--- src/rtl/shift_sequencer.sv ---
// shift_sequencer: accepts one shift job at a time and drives an external
// shift_register through a load-then-shift sequence, returning its contents
// with a one-cycle done pulse.
module shift_sequencer #(
  parameter int N  = 8,
  parameter int CW = $clog2(N) + 1
) (
  input  logic          clk,
  input  logic          reset,
  input  logic          cmd_valid,
  output logic          cmd_ready,
  input  logic [N-1:0]  cmd_data,
  input  logic          cmd_dir,
  input  logic          cmd_fill,
  input  logic [CW-1:0] cmd_count,
  output logic [1:0]    sr_ctrl,
  output logic [N-1:0]  sr_data,
  input  logic [N-1:0]  sr_q,
  output logic          busy,
  output logic          done,
  output logic [N-1:0]  result
);

  typedef enum logic [1:0] {IDLE, LOAD, SHIFT, DONE} state_t;

  localparam logic [1:0] CTRL_HOLD  = 2'd0;
  localparam logic [1:0] CTRL_RIGHT = 2'd1;
  localparam logic [1:0] CTRL_LEFT  = 2'd2;
  localparam logic [1:0] CTRL_LOAD  = 2'd3;

  state_t        state, state_nxt;
  logic [CW-1:0] cnt;
  logic          dir_q, fill_q;
  logic          accept;
  logic [CW-1:0] count_clamped;

  assign cmd_ready     = (state == IDLE);
  assign busy          = !cmd_ready;
  assign accept        = cmd_valid && cmd_ready;
  // Clamping keeps the shift count within the register width, so a large
  // count with fill=0 simply clears the register.
  assign count_clamped = (cmd_count > CW'(N)) ? CW'(N) : cmd_count;

  // State register.
  always_ff @(posedge clk or posedge reset) begin
    if (reset) state <= IDLE;
    else       state <= state_nxt;
  end

  // Next-state logic; SHIFT exits on the edge where the counter reads 1.
  always_comb begin
    state_nxt = state;
    case (state)
      IDLE:    if (accept) state_nxt = LOAD;
      LOAD:    state_nxt = (cnt != '0) ? SHIFT : DONE;
      SHIFT:   if (cnt <= CW'(1)) state_nxt = DONE;
      DONE:    state_nxt = IDLE;
      default: state_nxt = IDLE;
    endcase
  end

  // Job capture, shift counter, and registered outputs. sr_ctrl/sr_data are
  // computed from the state being entered so they line up with that state.
  always_ff @(posedge clk or posedge reset) begin
    if (reset) begin
      cnt     <= '0;
      dir_q   <= 1'b0;
      fill_q  <= 1'b0;
      sr_ctrl <= CTRL_HOLD;
      sr_data <= '0;
      result  <= '0;
      done    <= 1'b0;
    end else begin
      done <= (state == DONE);
      if (state == DONE) result <= sr_q;

      if (accept) begin
        cnt    <= count_clamped;
        dir_q  <= cmd_dir;
        fill_q <= cmd_fill;
      end else if (state == SHIFT && cnt != '0) begin
        cnt <= cnt - CW'(1);
      end

      case (state_nxt)
        LOAD: begin
          sr_ctrl <= CTRL_LOAD;
          sr_data <= cmd_data;
        end
        SHIFT: begin
          // Replicating fill makes the serial input correct whichever end
          // the register samples.
          sr_ctrl <= dir_q ? CTRL_LEFT : CTRL_RIGHT;
          sr_data <= {N{fill_q}};
        end
        default: begin
          sr_ctrl <= CTRL_HOLD;
          sr_data <= '0;
        end
      endcase
    end
  end

endmodule

--- config.mk ---
export PLATFORM = sky130hd
export DESIGN_NAME = shift_sequencer
export DESIGN_NICKNAME = d
export VERILOG_FILES = /design/src/rtl/shift_sequencer.sv
export SDC_FILE = /design/constraint.sdc
export NUM_CORES = 1
export LEC_CHECK = 0
export CAP_MARGIN = 25
export CELL_PAD_IN_SITES_DETAIL_PLACEMENT = 1
export CELL_PAD_IN_SITES_GLOBAL_PLACEMENT = 1
export CORE_ASPECT_RATIO = 0.75
export CORE_UTILIZATION = 34
export CTS_BUF_LIST = sky130_fd_sc_hd__clkbuf_4
export CTS_CLUSTER_SIZE = 10
export DETAILED_ROUTE_END_ITERATION = 12
export PLACE_DENSITY = 0.91
export REMOVE_ABC_BUFFERS = 1
export SLEW_MARGIN = 20
export SYNTH_ARGS = -nofsm -noshare
export SYNTH_HDL_FRONTEND = slang
export SYNTH_SLANG_ARGS = --single-unit
--- constraint.sdc ---
create_clock -name clk -period 2.7 [get_ports clk]
set_input_delay 0.675 -clock clk [delete_from_list [all_inputs] [get_ports clk]]
set_output_delay 0.675 -clock clk [all_outputs]
set_load 0.1 [all_outputs]
==> flow_summary_export.csv, run 1 <==
group,metric,value,unit
setup_path,end_kind,"output port",
synthesis,netlist_top_cells_area,"dfrtp_1 55%, ha_1 10%, mux2_2 9.2%",
global_routing,met1_usage,23.0,%
clock_tree,cts_resized,0,
sta,maxSlewViolCount,0,
cells_and_area,syn2layout_area_growth,37.8,%
synthesis,synthMostInstantiatedCell,"dfrtp_1",
global_routing,busiest_layer,"met2",
clock_tree,clock_latency,340,ps
sta,relSlewSlack,71.8,%
global_routing,grtUsageMet2,30.8,%
setup_path,path_common_cell,"inv_1",
global_routing,grt_pass1_vias,1035,
global_routing,grt_max_degree,28,
clock_tree,cts_max_level,1,
setup_path,crit_required,2030,ps
place,post-place-ws,399,ps
cells_and_area,stdcell_count,196,
routing,first_pass_iters,4,
setup_path,slowest_stage,"dfrtp_1",
sta,hold_ws,527,ps
synthesis,netlist-cell-type-count,21,
routing,num_vias,984,
setup_path,crit_type,"register to output port",
run,maxCapViolCount,0,
clock_tree,clkSinkCount,27,
synthesis,ys_seq_area_share,54.9,%
cells_and_area,final_nets,192,
clock_tree,cts-root-buf,"clkbuf_4",
floorplanning,dieHeight,54.1,um
run_status,status,"complete, no violations",
floorplanning,ioPinCount,46,
global_routing,grt_util_all_layers,17.8,%
routing,postRouteWirelength,3000,um
place,dpl.cell_count,192,
cells_and_area,drive_gt1_share,23.7,%
clock_tree,cts_setup_buffers,0,
cells_and_area,diodes,0,
floorplanning,std_cell_rows,18,
clock_tree,cts_buffers,3,
setup_path,crit_chain,"inv_1 > ha_1 > inv_1 > buf_4",
synthesis,synth_common_cells,"27 x dfrtp_1, 14 x nand2_1, 12 x a21oi_1, 11 x inv_1",
sta,max_freq,462,MHz
cells_and_area,nFillCells,381,
synthesis,ys_seq_elements,27,
worst_hold_path,hp-class,"register to register",
clock_tree,postCtsHoldBufs,0,
cells_and_area,final_cell_area,1700,um^2
routing,drc,0,
cells_and_area,ff_latch_area,676,um^2
floorplanning,core-area,3380,um^2
clock_tree,cts.clk_slew.worst_paths,160,ps
synthesis,ys.flop_type,"dfrtp_1",
routing,ant_nets,0,
place,dpl-instance-area,1670,um^2
place,dp_hpwl,2270,um
routing,viasPerCell,5.02,
global_routing,grt-ovfl-total,0,
synthesis,synth_warnings,0,
synthesis,syn_inst,110,
setup_path,worst_setup_path_start_kind,"register",
synthesis,synth_area,1230,um^2
clock_tree,cts_tree,"yes",
setup_path,critPathMaxStageDelay,440,ps
sta,setup_violations,0,
global_routing,grt_pass1_wl,5040,um
floorplanning,dieArea,3860,um^2
sta,period_share,80.2,%
synthesis,synthArstFlopShare,100,%
floorplanning,die_w,71.5,um
setup_path,cp_max_fo,5,
place,place.gp.congestion,0.752,
routing,wl_per_cell,15.3,um
routing,drt-initial-drc-count,64,
place,io_buffers,45,
clock_tree,clk_path_buf_depth,2,
sta,finClkSkew,17.6,ps
synthesis,synth_largest_area_cell,"dfrtp_1",
synthesis,synth-edff-count,0,
sta,setup_ws,534,ps
floorplanning,start_util,36.4,%
synthesis,avgSynthCellArea,11.2,um^2
sta,layout_min_cycle_time,2170,ps
sta,rsz0062_at_grt,"false",
sta,tightestPinTransition,418,ps
synthesis,netlist.area_leader.share,54.9,%
setup_path,cp_data_arrival_time,1490,ps
cells_and_area,multi_input_area,495,um^2
global_routing,met3_usage,5.43,%
sta,hold_viol,0,
global_routing,antenna_found_initial,0,
==> cells by family (layout without fill, tap and decap cells) <==
kind of cell	Yosys count	in the layout	share of synthesized area (%)
DFF	27	27	54.9
and+or+nand+nor	24	24	9.05
buffers and inverters	15	61	4.78
adders and majority gates	10	10	10.2
muxes	10	10	9.16
AOI/OAI and AO/OA	24	24	11.9
==> final cells by class <==
class	instances	share of cell area (%)
Clock buffer	3	1.33
Clock inverter	1	0.295
Inverter	11	2.44
Multi-Input combinational cell	68	29.2
Sequential cell	27	39.9
Tap cell	40	2.95
Timing Repair Buffer	46	23.9
==> state kept, by name, summed over array words and instances (netlist names) <==
name / count
cnt: 4
result: 8
state: 2
fill_q: 1
sr_data: 8
dir_q: 1
sr_ctrl: 2
done: 1
==> layout by cell type (no fill, tap or decap), types with 2 or more instances in the layout <==
master / synthesis / routed
clkdlybuf4s50_1: 0 / 24
o21ai_0: 3 / 3
inv_1: 11 / 11
o21a_1: 2 / 2
ha_1: 10 / 10
buf_4: 0 / 22
a21oi_1: 12 / 12
or3_1: 2 / 2
nor2_1: 4 / 4
nand2_1: 14 / 14
a31oi_1: 2 / 2
clkbuf_4: 0 / 3
mux2_2: 10 / 10
dfrtp_1: 27 / 27
nand3_1: 2 / 2
==> path summary, 6_finish.rpt <==
path | from | end | slack [ps] | depth (start not counted)
worst max register to register | cnt[0] | sr_data[5] | 540 | 8
worst max-delay path | state[0] | busy | 530 | 4
min in group asynchronous | reset | cnt[1] | 670 | 3
worst min register to register | result[5] | result[5] | 530 | 1
max in group asynchronous | reset | sr_data[3] | 1760 | 3
worst min-delay path | result[5] | result[5] | 530 | 1
==> critical path, delay by kind of cell (launching register included) <==
family | cells | cell delay [ps]
fa+ha+maj | 1 | 250
buf+inv | 3 | 450
flops | 1 | 440
==> per-layer routing <==
metal	share of wire (%)	vias to the layer above
met5	0	-
met4	0.33	0
met3	7.0	2
met2	47	38
met1	46	479
li1	-	465
==> per-stage QoR <==
stage / setup TNS, ps / util (%)
after floorplan: -14.3 / -
after global placement: 0 / 49.4
after CTS: 0 / 50.2
after global routing: 0 / 50.2
after detailed placement: 0 / 49.4
final: 0 / 50.2
Power of run 1 is left out: the tool's default activity adds up to more than one toggle a clock period on the data nets, which glitch-free logic cannot reach.
==> run 2: changes to the inputs <==
- CORE_UTILIZATION: 34 -> 31
- PLACE_DENSITY: 0.91 -> 0.88
- clock period: 2.7 -> 1.82 ns (I/O delays scaled with it)
==> run 2 against run 1 <==
  * The run now ends with setup timing left
  * Cell area increased by 40%
  * Critical endpoint is now sr_ctrl[0]
  * Flip-flop and latch count did not move
  * Via count up 19%
  * Critical path type is now register to register
  * Non-clock buffer count up 27
  * Largest cell class is now buffers
  * Clock-buffer cell count unchanged
  * Register-to-register slack worse by 750 ps
  * Sequential share of layout area decreased by 11 points
  * First-iteration DRC count shrank 39%
  * Critical path depth grew 5
  * Global-route usage increased by 3.0 points
  * Die area is 9.4% higher
  * Setup slack worse by 750 ps
==> flow_summary_export.csv, run 2 (synthesis results as in run 1) <==
group,metric,value,unit
floorplanning,start_util,33.0,%
sta,setup_violations,12,
sta,hold_viol,0,
global_routing,antenna_found_initial,0,
setup_path,end_kind,"register",
setup_path,r2r-start,"cnt[0]",
setup_path,cp_data_arrival_time,2270,ps
setup_path,cp_max_fo,6,
floorplanning,dieHeight,56.6,um
place,io_buffers,45,
clock_tree,clk_path_buf_depth,2,
floorplanning,die_w,74.7,um
clock_tree,cts-root-buf,"clkbuf_4",
run_status,violations,"setup timing",
floorplanning,ioPinCount,46,
cells_and_area,diodes,0,
cells_and_area,final_nets,219,
sta,relSlewSlack,72.3,%
place,dp_hpwl,2800,um
sta,finClkSkew,2.14,ps
routing,num_vias,1168,
clock_tree,cts_max_level,1,
routing,ant_nets,0,
clock_tree,cts.clk_slew.worst_paths,150,ps
cells_and_area,syn2layout_area_growth,93.0,%
floorplanning,dieArea,4230,um^2
routing,wl_per_cell,19.7,um
cells_and_area,top_regs,"result x8, sr_data x8, cnt x4",
place,place.gp.congestion,0.736,
cells_and_area,layout_commonest_cell,"dfrtp_1",
sta,hold_ws,553,ps
run_status,status,"finished with violations",
cells_and_area,layout_common_cells,"27 x dfrtp_1, 24 x clkdlybuf4s50_1, 21 x buf_12, 21 x buf_4",
clock_tree,clock_latency,330,ps
sta,period_share,112,%
sta,maxSlewViolCount,0,
cells_and_area,drive_gt1_share,50.3,%
global_routing,grt-ovfl-total,0,
routing,drt-initial-drc-count,39,
setup_path,reg2reg_slack,-210,ps
run,maxCapViolCount,0,
floorplanning,std_cell_rows,19,
global_routing,grt_util_all_layers,20.7,%
routing,drc,0,
floorplanning,core-area,3730,um^2
sta,tightestPinTransition,416,ps
global_routing,grt_pass1_wl,6400,um
setup_path,r2r-end,"sr_ctrl[0]",
clock_tree,clkSinkCount,27,
clock_tree,cts_buffers,3,
sta,setup_ws,-214,ps
sta,rsz0062_at_grt,"true",
sta,max_freq,492,MHz
setup_path,crit_type,"register to register",
global_routing,grt_max_degree,28,
routing,first_pass_iters,4,
clock_tree,cts_tree,"yes",
clock_tree,postCtsHoldBufs,0,
sta,layout_min_cycle_time,2030,ps
global_routing,grt_pass1_vias,1274,
setup_path,worst_setup_path_start_kind,"register",
routing,postRouteWirelength,4640,um
setup_path,ff2ff_path_depth,9,
setup_path,crit_required,2060,ps
worst_hold_path,hp-class,"input port to async pin",
routing,viasPerCell,4.97,
==> run 2: cell count changes in the layout (fill, tap and decap cells not counted), sizes merged <==
cell / change
buf: +27
==> run 2: area by class of cell <==
cell class	count	area, um^2
Fill cell	390	1360
Timing Repair Buffer	73	897
Sequential cell	27	676
Multi-Input combinational cell	68	659
Tap cell	52	65.1
Inverter	11	48.8
Clock buffer	3	22.5
Clock inverter	1	5.00
==> run 2: repair_timing <==
item | CTS | global route
setup endpoints to repair | 12 | 13
pin swaps | 4 | 12
buffers inserted | 6 | 9
resized for setup | 32 | 20
==> run 2: per-layer routing <==
metal / track usage [%] / wire (um) / vias up
met1: 23.2 / 1980 / 583
met2: 37.7 / 2240 / 48
met3: 2.87 / 178 / 20
met4: 10.2 / 230 / 0
li1: - / - / 517
met5: 0 / 0 / -
==> run 2: worst max-delay path, stage by stage (launching register included) <==
cell      delay, ps
dfrtp_1         460
inv_2           100
ha_4            190
a211oi_4        290
o41ai_4         120
o21a_1          250
ha_4            210
buf_6           140
a21oi_1         130
nor2_1           50
==> run 2: through the flow <==
stage	instance area (um^2)	setup TNS [ps]	cells	setup WS [ps]	utilization, %
finish	2370	-1890	235	-214	63.6
global route	2370	-2910	235	-295	63.6
detailed placement	2040	-2110	216	-239	54.5
floorplan	1210	-7770	106	-674	-
CTS	2210	-84.8	226	-48.0	59.3
global placement	2040	-1400	216	-152	54.5
==> run 2: worst max-delay path by stage <==
stage / from / endpoint / slack, ps / depth (start not counted)
2_1_floorplan: state[0] / busy / -670 / 3
4_1_cts: state[0] / busy / -50 / 6
6_report: cnt[0] / sr_ctrl[0] / -210 / 9
3_3_place_gp: cmd_valid / sr_data[0] / -150 / 7
3_5_place_dp: cnt[1] / sr_data[1] / -240 / 8
5_1_grt: cnt[0] / sr_data[5] / -300 / 9
Power of run 2 is left out for the same reason.
